**config.mk**
```make
export PLATFORM = sky130hd
export DESIGN_NAME = fpnew_i2fcast_pipe
export DESIGN_NICKNAME = d
export VERILOG_FILES = /design/src/rtl/fpnew_i2fcast_pipe.sv
export SDC_FILE = /design/constraint.sdc
export NUM_CORES = 1
export LEC_CHECK = 0
export ABC_CLOCK_PERIOD_IN_PS = 8900
export CAP_MARGIN = 25
export CORE_MARGIN = 1.5
export CORE_UTILIZATION = 45
export CTS_BUF_LIST = sky130_fd_sc_hd__clkbuf_16
export DETAILED_ROUTE_END_ITERATION = 6
export PLACE_DENSITY = 0.65
export SLEW_MARGIN = 10
export SYNTH_ARGS = -nofsm -noshare
export SYNTH_HDL_FRONTEND = slang
export SYNTH_SLANG_ARGS = --single-unit
```
**constraint.sdc**
```tcl
create_clock -name clk_i -period 8.9 [get_ports clk_i]
set_input_delay 1.78 -clock clk_i [delete_from_list [all_inputs] [get_ports clk_i]]
set_output_delay 1.78 -clock clk_i [all_outputs]
set_load 0.01 [all_outputs]
```
**src/rtl/fpnew_i2fcast_pipe.sv**
```systemverilog
// Integer-to-float cast, 2-stage pipeline: S1 extend/abs/lzc, S2 normalise/round/pack.
// Valid/ready handshake with flush; tag travels alongside each operation.
module fpnew_i2fcast_pipe #(
  parameter int unsigned DstFpFormat  = 0,        // 0 FP32, 1 FP64, 2 FP16, 3 FP8, 4 FP16ALT
  parameter logic [3:0]  IntFmtConfig = 4'b1111,  // bit i enables INT8<<i
  parameter type         TagType      = logic,
  localparam int unsigned EXP_BITS  = (DstFpFormat == 1) ? 11 :
                                      (DstFpFormat == 2 || DstFpFormat == 3) ? 5 : 8,
  localparam int unsigned MAN_BITS  = (DstFpFormat == 0) ? 23 : (DstFpFormat == 1) ? 52 :
                                      (DstFpFormat == 2) ? 10 : (DstFpFormat == 3) ? 2 : 7,
  localparam int unsigned DST_WIDTH = 1 + EXP_BITS + MAN_BITS,
  localparam int unsigned SRC_WIDTH = IntFmtConfig[3] ? 64 : IntFmtConfig[2] ? 32 :
                                      IntFmtConfig[1] ? 16 : 8
) (
  input  logic                 clk_i,
  input  logic                 rst_ni,
  input  logic [SRC_WIDTH-1:0] operands_i,
  input  logic [2:0]           rnd_mode_i,
  input  logic                 op_mod_i,
  input  logic [1:0]           int_fmt_i,
  input  TagType               tag_i,
  input  logic                 in_valid_i,
  output logic                 in_ready_o,
  input  logic                 flush_i,
  output logic [DST_WIDTH-1:0] result_o,
  output logic [4:0]           status_o,
  output logic                 extension_bit_o,
  output TagType               tag_o,
  output logic                 out_valid_o,
  input  logic                 out_ready_i,
  output logic                 busy_o
);

  localparam int unsigned LZW     = (SRC_WIDTH > 1) ? $clog2(SRC_WIDTH) : 1;
  localparam int unsigned SHW     = LZW;
  localparam int unsigned EXPW    = ((EXP_BITS > LZW) ? EXP_BITS : LZW) + 2;
  localparam int unsigned BIAS    = (2 ** (EXP_BITS - 1)) - 1;
  localparam int unsigned MAX_EXP = (2 ** EXP_BITS) - 1;
  localparam int unsigned MW      = (SRC_WIDTH > MAN_BITS + 3) ? SRC_WIDTH : MAN_BITS + 3;
  localparam int unsigned PW      = EXPW + MAN_BITS;
  localparam int unsigned SH8     = (SRC_WIDTH > 8)  ? SRC_WIDTH - 8  : 0;
  localparam int unsigned SH16    = (SRC_WIDTH > 16) ? SRC_WIDTH - 16 : 0;
  localparam int unsigned SH32    = (SRC_WIDTH > 32) ? SRC_WIDTH - 32 : 0;

  localparam logic [2:0] RNE = 3'd0;
  localparam logic [2:0] RTZ = 3'd1;
  localparam logic [2:0] RDN = 3'd2;
  localparam logic [2:0] RUP = 3'd3;
  localparam logic [2:0] RMM = 3'd4;

  // Pipeline registers
  logic                 s1_vld_q, s1_vld_d;
  logic                 s1_sign_q, s1_sign_d;
  logic                 s1_zero_q, s1_zero_d;
  logic [SRC_WIDTH-1:0] s1_abs_q, s1_abs_d;
  logic [LZW-1:0]       s1_lzc_q, s1_lzc_d;
  logic [2:0]           s1_rnd_q, s1_rnd_d;
  TagType               s1_tag_q, s1_tag_d;
  logic                 s2_vld_q, s2_vld_d;
  logic [DST_WIDTH-1:0] result_q, result_d;
  logic [4:0]           status_q, status_d;
  TagType               tag_q, tag_d;

  logic s2_rdy_c, in_accept_c, s1_adv_c;

  assign s2_rdy_c        = ~s2_vld_q | out_ready_i;
  assign in_ready_o      = ~s1_vld_q | s2_rdy_c;
  assign in_accept_c     = in_valid_i & in_ready_o & ~flush_i;
  assign s1_adv_c        = s1_vld_q & s2_rdy_c;
  assign result_o        = result_q;
  assign status_o        = status_q;
  assign tag_o           = tag_q;
  assign out_valid_o     = s2_vld_q;
  assign busy_o          = s1_vld_q | s2_vld_q;
  assign extension_bit_o = 1'b1;

  // S1: sign/zero extension by source width, then magnitude and leading-zero count
  logic [SHW-1:0]       sh_amt;
  logic [SRC_WIDTH-1:0] shl_val, ext_val, abs_val;
  logic                 sign_val;
  logic [LZW-1:0]       lzc_val;

  always_comb begin
    sh_amt = '0;
    case (int_fmt_i)
      2'd0:    sh_amt = SHW'(SH8);
      2'd1:    sh_amt = SHW'(SH16);
      2'd2:    sh_amt = SHW'(SH32);
      default: sh_amt = '0;
    endcase
    shl_val  = operands_i << sh_amt;
    ext_val  = op_mod_i ? (shl_val >> sh_amt) : SRC_WIDTH'($signed(shl_val) >>> sh_amt);
    sign_val = ~op_mod_i & ext_val[SRC_WIDTH-1];
    abs_val  = sign_val ? -ext_val : ext_val;
  end

  always_comb begin
    lzc_val = '0;
    for (int unsigned i = 0; i < SRC_WIDTH; i++) begin
      if (abs_val[i]) lzc_val = LZW'(SRC_WIDTH - 1 - i);
    end
  end

  // S2: normalise, round on the packed {exp,frac} so a mantissa carry bumps the exponent
  logic [SRC_WIDTH-1:0] mant;
  logic [MW-1:0]        mant_ext;
  logic [MAN_BITS-1:0]  frac;
  logic                 rnd_bit, sticky, round_up, inexact, to_inf, ovf;
  logic [EXPW-1:0]      exp_b, exp_r;
  logic [PW-1:0]        rounded;

  always_comb begin
    mant     = s1_abs_q << s1_lzc_q;
    mant_ext = MW'(mant) << (MW - SRC_WIDTH);
    frac     = mant_ext[MW-2 -: MAN_BITS];
    rnd_bit  = mant_ext[MW-2-MAN_BITS];
    sticky   = |mant_ext[MW-3-MAN_BITS:0];
    inexact  = rnd_bit | sticky;
    exp_b    = EXPW'(SRC_WIDTH - 1) - EXPW'(s1_lzc_q) + EXPW'(BIAS);
    round_up = 1'b0;
    case (s1_rnd_q)
      RNE:     round_up = rnd_bit & (sticky | frac[0]);
      RTZ:     round_up = 1'b0;
      RDN:     round_up = inexact & s1_sign_q;
      RUP:     round_up = inexact & ~s1_sign_q;
      RMM:     round_up = rnd_bit;
      default: round_up = 1'b0;
    endcase
    rounded = {exp_b, frac} + PW'(round_up);
    exp_r   = rounded[PW-1 -: EXPW];
    ovf     = exp_r >= EXPW'(MAX_EXP);
    to_inf  = (s1_rnd_q == RNE) | (s1_rnd_q == RMM) |
              ((s1_rnd_q == RUP) & ~s1_sign_q) | ((s1_rnd_q == RDN) & s1_sign_q);
  end

  // Next-state for both stages; flush kills valids and blocks the accept
  always_comb begin
    s1_vld_d  = s1_vld_q;
    s1_sign_d = s1_sign_q;
    s1_zero_d = s1_zero_q;
    s1_abs_d  = s1_abs_q;
    s1_lzc_d  = s1_lzc_q;
    s1_rnd_d  = s1_rnd_q;
    s1_tag_d  = s1_tag_q;
    s2_vld_d  = s2_vld_q;
    result_d  = result_q;
    status_d  = status_q;
    tag_d     = tag_q;

    if (in_accept_c) begin
      s1_sign_d = sign_val;
      s1_zero_d = ~|abs_val;
      s1_abs_d  = abs_val;
      s1_lzc_d  = lzc_val;
      s1_rnd_d  = rnd_mode_i;
      s1_tag_d  = tag_i;
    end

    if (s1_adv_c) begin
      tag_d = s1_tag_q;
      if (s1_zero_q) begin
        result_d = '0;
        status_d = '0;
      end else if (ovf) begin
        result_d = to_inf ? {s1_sign_q, {EXP_BITS{1'b1}}, {MAN_BITS{1'b0}}}
                          : {s1_sign_q, {(EXP_BITS-1){1'b1}}, 1'b0, {MAN_BITS{1'b1}}};
        status_d = 5'b00101;
      end else begin
        result_d = {s1_sign_q, exp_r[EXP_BITS-1:0], rounded[MAN_BITS-1:0]};
        status_d = {4'b0000, inexact};
      end
    end

    if (flush_i) begin
      s1_vld_d = 1'b0;
      s2_vld_d = 1'b0;
    end else begin
      if (in_accept_c)   s1_vld_d = 1'b1;
      else if (s1_adv_c) s1_vld_d = 1'b0;
      if (s2_rdy_c)      s2_vld_d = s1_vld_q;
    end
  end

  always_ff @(posedge clk_i or negedge rst_ni) begin
    if (!rst_ni) begin
      s1_vld_q  <= 1'b0;
      s1_sign_q <= 1'b0;
      s1_zero_q <= 1'b0;
      s1_abs_q  <= '0;
      s1_lzc_q  <= '0;
      s1_rnd_q  <= '0;
      s1_tag_q  <= '0;
      s2_vld_q  <= 1'b0;
      result_q  <= '0;
      status_q  <= '0;
      tag_q     <= '0;
    end else begin
      s1_vld_q  <= s1_vld_d;
      s1_sign_q <= s1_sign_d;
      s1_zero_q <= s1_zero_d;
      s1_abs_q  <= s1_abs_d;
      s1_lzc_q  <= s1_lzc_d;
      s1_rnd_q  <= s1_rnd_d;
      s1_tag_q  <= s1_tag_d;
      s2_vld_q  <= s2_vld_d;
      result_q  <= result_d;
      status_q  <= status_d;
      tag_q     <= tag_d;
    end
  end

endmodule

```
==> run summary <==
RSZ-0062 raised after global routing = no
CP Max Fanout = 22
Number of clock sinks = 112
Largest net degree at the start of global routing = 109
Vias per std cell = 6.63
Top Ports = 118
Synthesized instance count = 1630
Pins Over Slew Limit = 0
#FFs+latches synth = 112
Layout cells sized above 1 = 0.120
Via count of the routed design = 13.6k
Final setup TNS = 0 ns
Minimum clock period = 6.59 ns
Die Wd = 178 µm
P&R area growth vs syn = 10.8%
Critical path capture point type = register
Commonest cells after routing, fill and taps aside = nand2_1, o21ai_0, clkdlybuf4s50_1
Mapped Avg Cell Area = 8.50 µm²
Min-Delay Startpoint = result_o[15]
Final hold viol count = 0
Peak VDD IR = 0.000123 V
Standby leakage power = 5.74 nW
Fin cells = 2057
Antenna Violating Nets Remaining = 0
Pwr/cell area = 189 mW/mm²
CTS max path bufs = 2
Core Box Area = 0.0304 mm²
WP data required = 9.18 ns
Post-synth ARST share = 1.00
Drt first pass iters = 5
Dpl cells = 2037
Row cnt = 64
FF-to-FF End = result_o[28]
CTS tree = built
CTS resizes = 0
Commonest non-fill, non-tap cell in the layout = nand2_1
DR DRC count = 0
Iteration-0 DRC Markers = 1373
Routed WL per cell = 22.5 µm
Netlist cell types = 96
Final setup fails = 0
Setup bufs post-CTS = 0
Worst path arrival time = 6.87 ns
Hold_ws = 0.475 ns
Number of diodes = 0
Mux cell area share after synthesis = 0.243
Nets = 1739
Global-route wire length before repair = 72.9 mm
Clock Tree Root = clkbuf_16
Die area = 0.0319 mm²
Setup CP Type = input pin to register
Initial antenna violation count = 0
Hold Path Class = register to register
Reg-to-reg startpoint = s1_lzc_q[0]
FMAX = 0.152 GHz
Hold Path Stages = 2
Vias in the first global route = 12.6k
Compound-cell area share of the yosys netlist = 0.233
Ys Warns = 0
Post-detail-place hpwl = 35.6 mm
Synthesized-area fraction occupied by adder cells = 0.00632
CTS Buf Count = 9
Post-cts hold buffer count = 0
CTS clk-pin slew, worst paths = 0.07 ns
Dominant synthesized flop cell = dfrtp_1
Synth Area in Simple Gates = 0.225
Main combinational cell family by area after synthesis = multiplexers
EDFF count, synth = 0
FF-to-FF setup slack = 2.75 ns
Outcome = completed
Max-cap viol count = 0
Max-slew headroom = 0.295
H-tree depth = 3
Initial Utilization = 0.455
I/O Buffers = 113
Xor/xnor cell area share of the yosys netlist = 0.0341
Critical path startpoint category = input pin
R2r worst-path depth = 18
Worst clock skew = 0.0110 ns
Fin crit share = 0.740
Part of the Yosys area used for sequential elements = 0.202
Worst-Margin Slew = 1.03 ns
GPL Wtd Cong = 0.971
Total grt overflow = 0
Hold endpoint = result_o[15]
WL final = 46.3 mm
Die height = 178 µm
Skew-Pair Late Insertion Delay = 0.37 ns
Aggregate global-route resource usage = 0.293
Cell area after synthesis = 0.0139 mm²
sequential cells by signal, summed over array words and instances, names as in the netlist:
name,count
out_valid_o,1
result_o,32
s1_abs_q,63
s1_lzc_q,6
s1_rnd_q,3
s1_sign_q,1
s1_tag_q,1
s1_vld_q,1
s1_zero_q,1
status_o,2
tag_o,1
Yosys cell counts, drive strengths merged, types with 16 or more instances:
master,count,share of area
nand2,225,0.061
nor2,110,0.030
mux2,39,0.032
mux2i,93,0.068
nand3,46,0.017
nor3,44,0.016
nand4,18,0.0081
buf,54,0.030
nor4,17,0.0077
and2,17,0.0077
nand2b,24,0.011
inv,19,0.0051
dfrtp,112,0.20
or2,16,0.0072
a22o,20,0.013
o31ai,24,0.013
o211ai,19,0.010
a31oi,21,0.0095
a21oi,65,0.023
mux4,86,0.14
xnor2,33,0.021
o22ai,17,0.0077
o21ai,123,0.044
clkbuf,72,0.020
xor2,21,0.013
and3,20,0.0090
worst max path at each step:
stage	depth (start not counted)	endpoint	startpoint	slack, ns
after global routing	12	s1_zero_q	int_fmt_i[0]	1.99
after detailed placement	12	s1_zero_q	int_fmt_i[0]	2.05
after floorplan	14	s1_lzc_q[5]	operands_i[0]	3.70
after global placement	12	s1_zero_q	int_fmt_i[0]	2.07
final	11	s1_zero_q	int_fmt_i[0]	2.31
after CTS	12	s1_zero_q	int_fmt_i[0]	2.42
area by class of cell:
| cell class | instances | area (µm²) |
|---|---|---|
| clock buffers | 9 | 225 |
| clock inverters | 7 | 72.6 |
| flip-flops and latches | 112 | 2810 |
| well taps | 396 | 495 |
| inverters | 20 | 75.1 |
| repair buffers | 139 | 1340 |
| multi-input cells | 1374 | 10300 |
| fillers | 2966 | 15100 |
metal layers:
metal,global-route usage,vias up,routed length (µm)
met5,0,-,0
met2,0.458,619,20900
met3,0.0328,100,2910
li1,-,6359,-
met4,0.119,0,1850
met1,0.412,6551,20700
logic make-up (layout without fill, tap and decap cells):
family | after synthesis | after routing
AOI/OAI and AO/OA | 466 | 466
and+or+nand+nor | 625 | 625
other | 2 | 4
adders and majority gates | 7 | 7
DFF | 112 | 112
xor gates and xnor gates | 54 | 54
muxes | 218 | 218
buffers and inverters | 146 | 175
critical path, stage by stage:
cell and delay [ns]:
clkdlybuf4s50_1 0.90, or2_2 0.67, a21oi_1 0.38, nand3_1 0.52, o41a_1 0.61, mux2_2 0.31, o211ai_1 0.17, nor2_1 0.14
nor4b_1 0.69, nand4_1 0.37, o31ai_1 0.31
power breakdown:
part,leakage (nW),internal [W],switching [W],total (W)
Clock,0.146,0.000219,0.000197,0.000416
Sequential,1.45,0.000606,0.000112,0.000718
Combinational,4.14,0.000790,0.000971,0.00176
stage by stage:
step | setup slack, ns | cell area (µm²) | utilization | power, W
floorplan | 3.70 | 13900 | - | 0.00195
global placement | 2.07 | 15000 | 0.493 | 0.00244
detailed placement | 2.05 | 15000 | 0.493 | 0.00245
CTS | 2.42 | 15300 | 0.503 | 0.00287
global route | 1.99 | 15300 | 0.504 | 0.00307
finish | 2.31 | 15300 | 0.504 | 0.00289
Power figures use the tool's default switching activity.
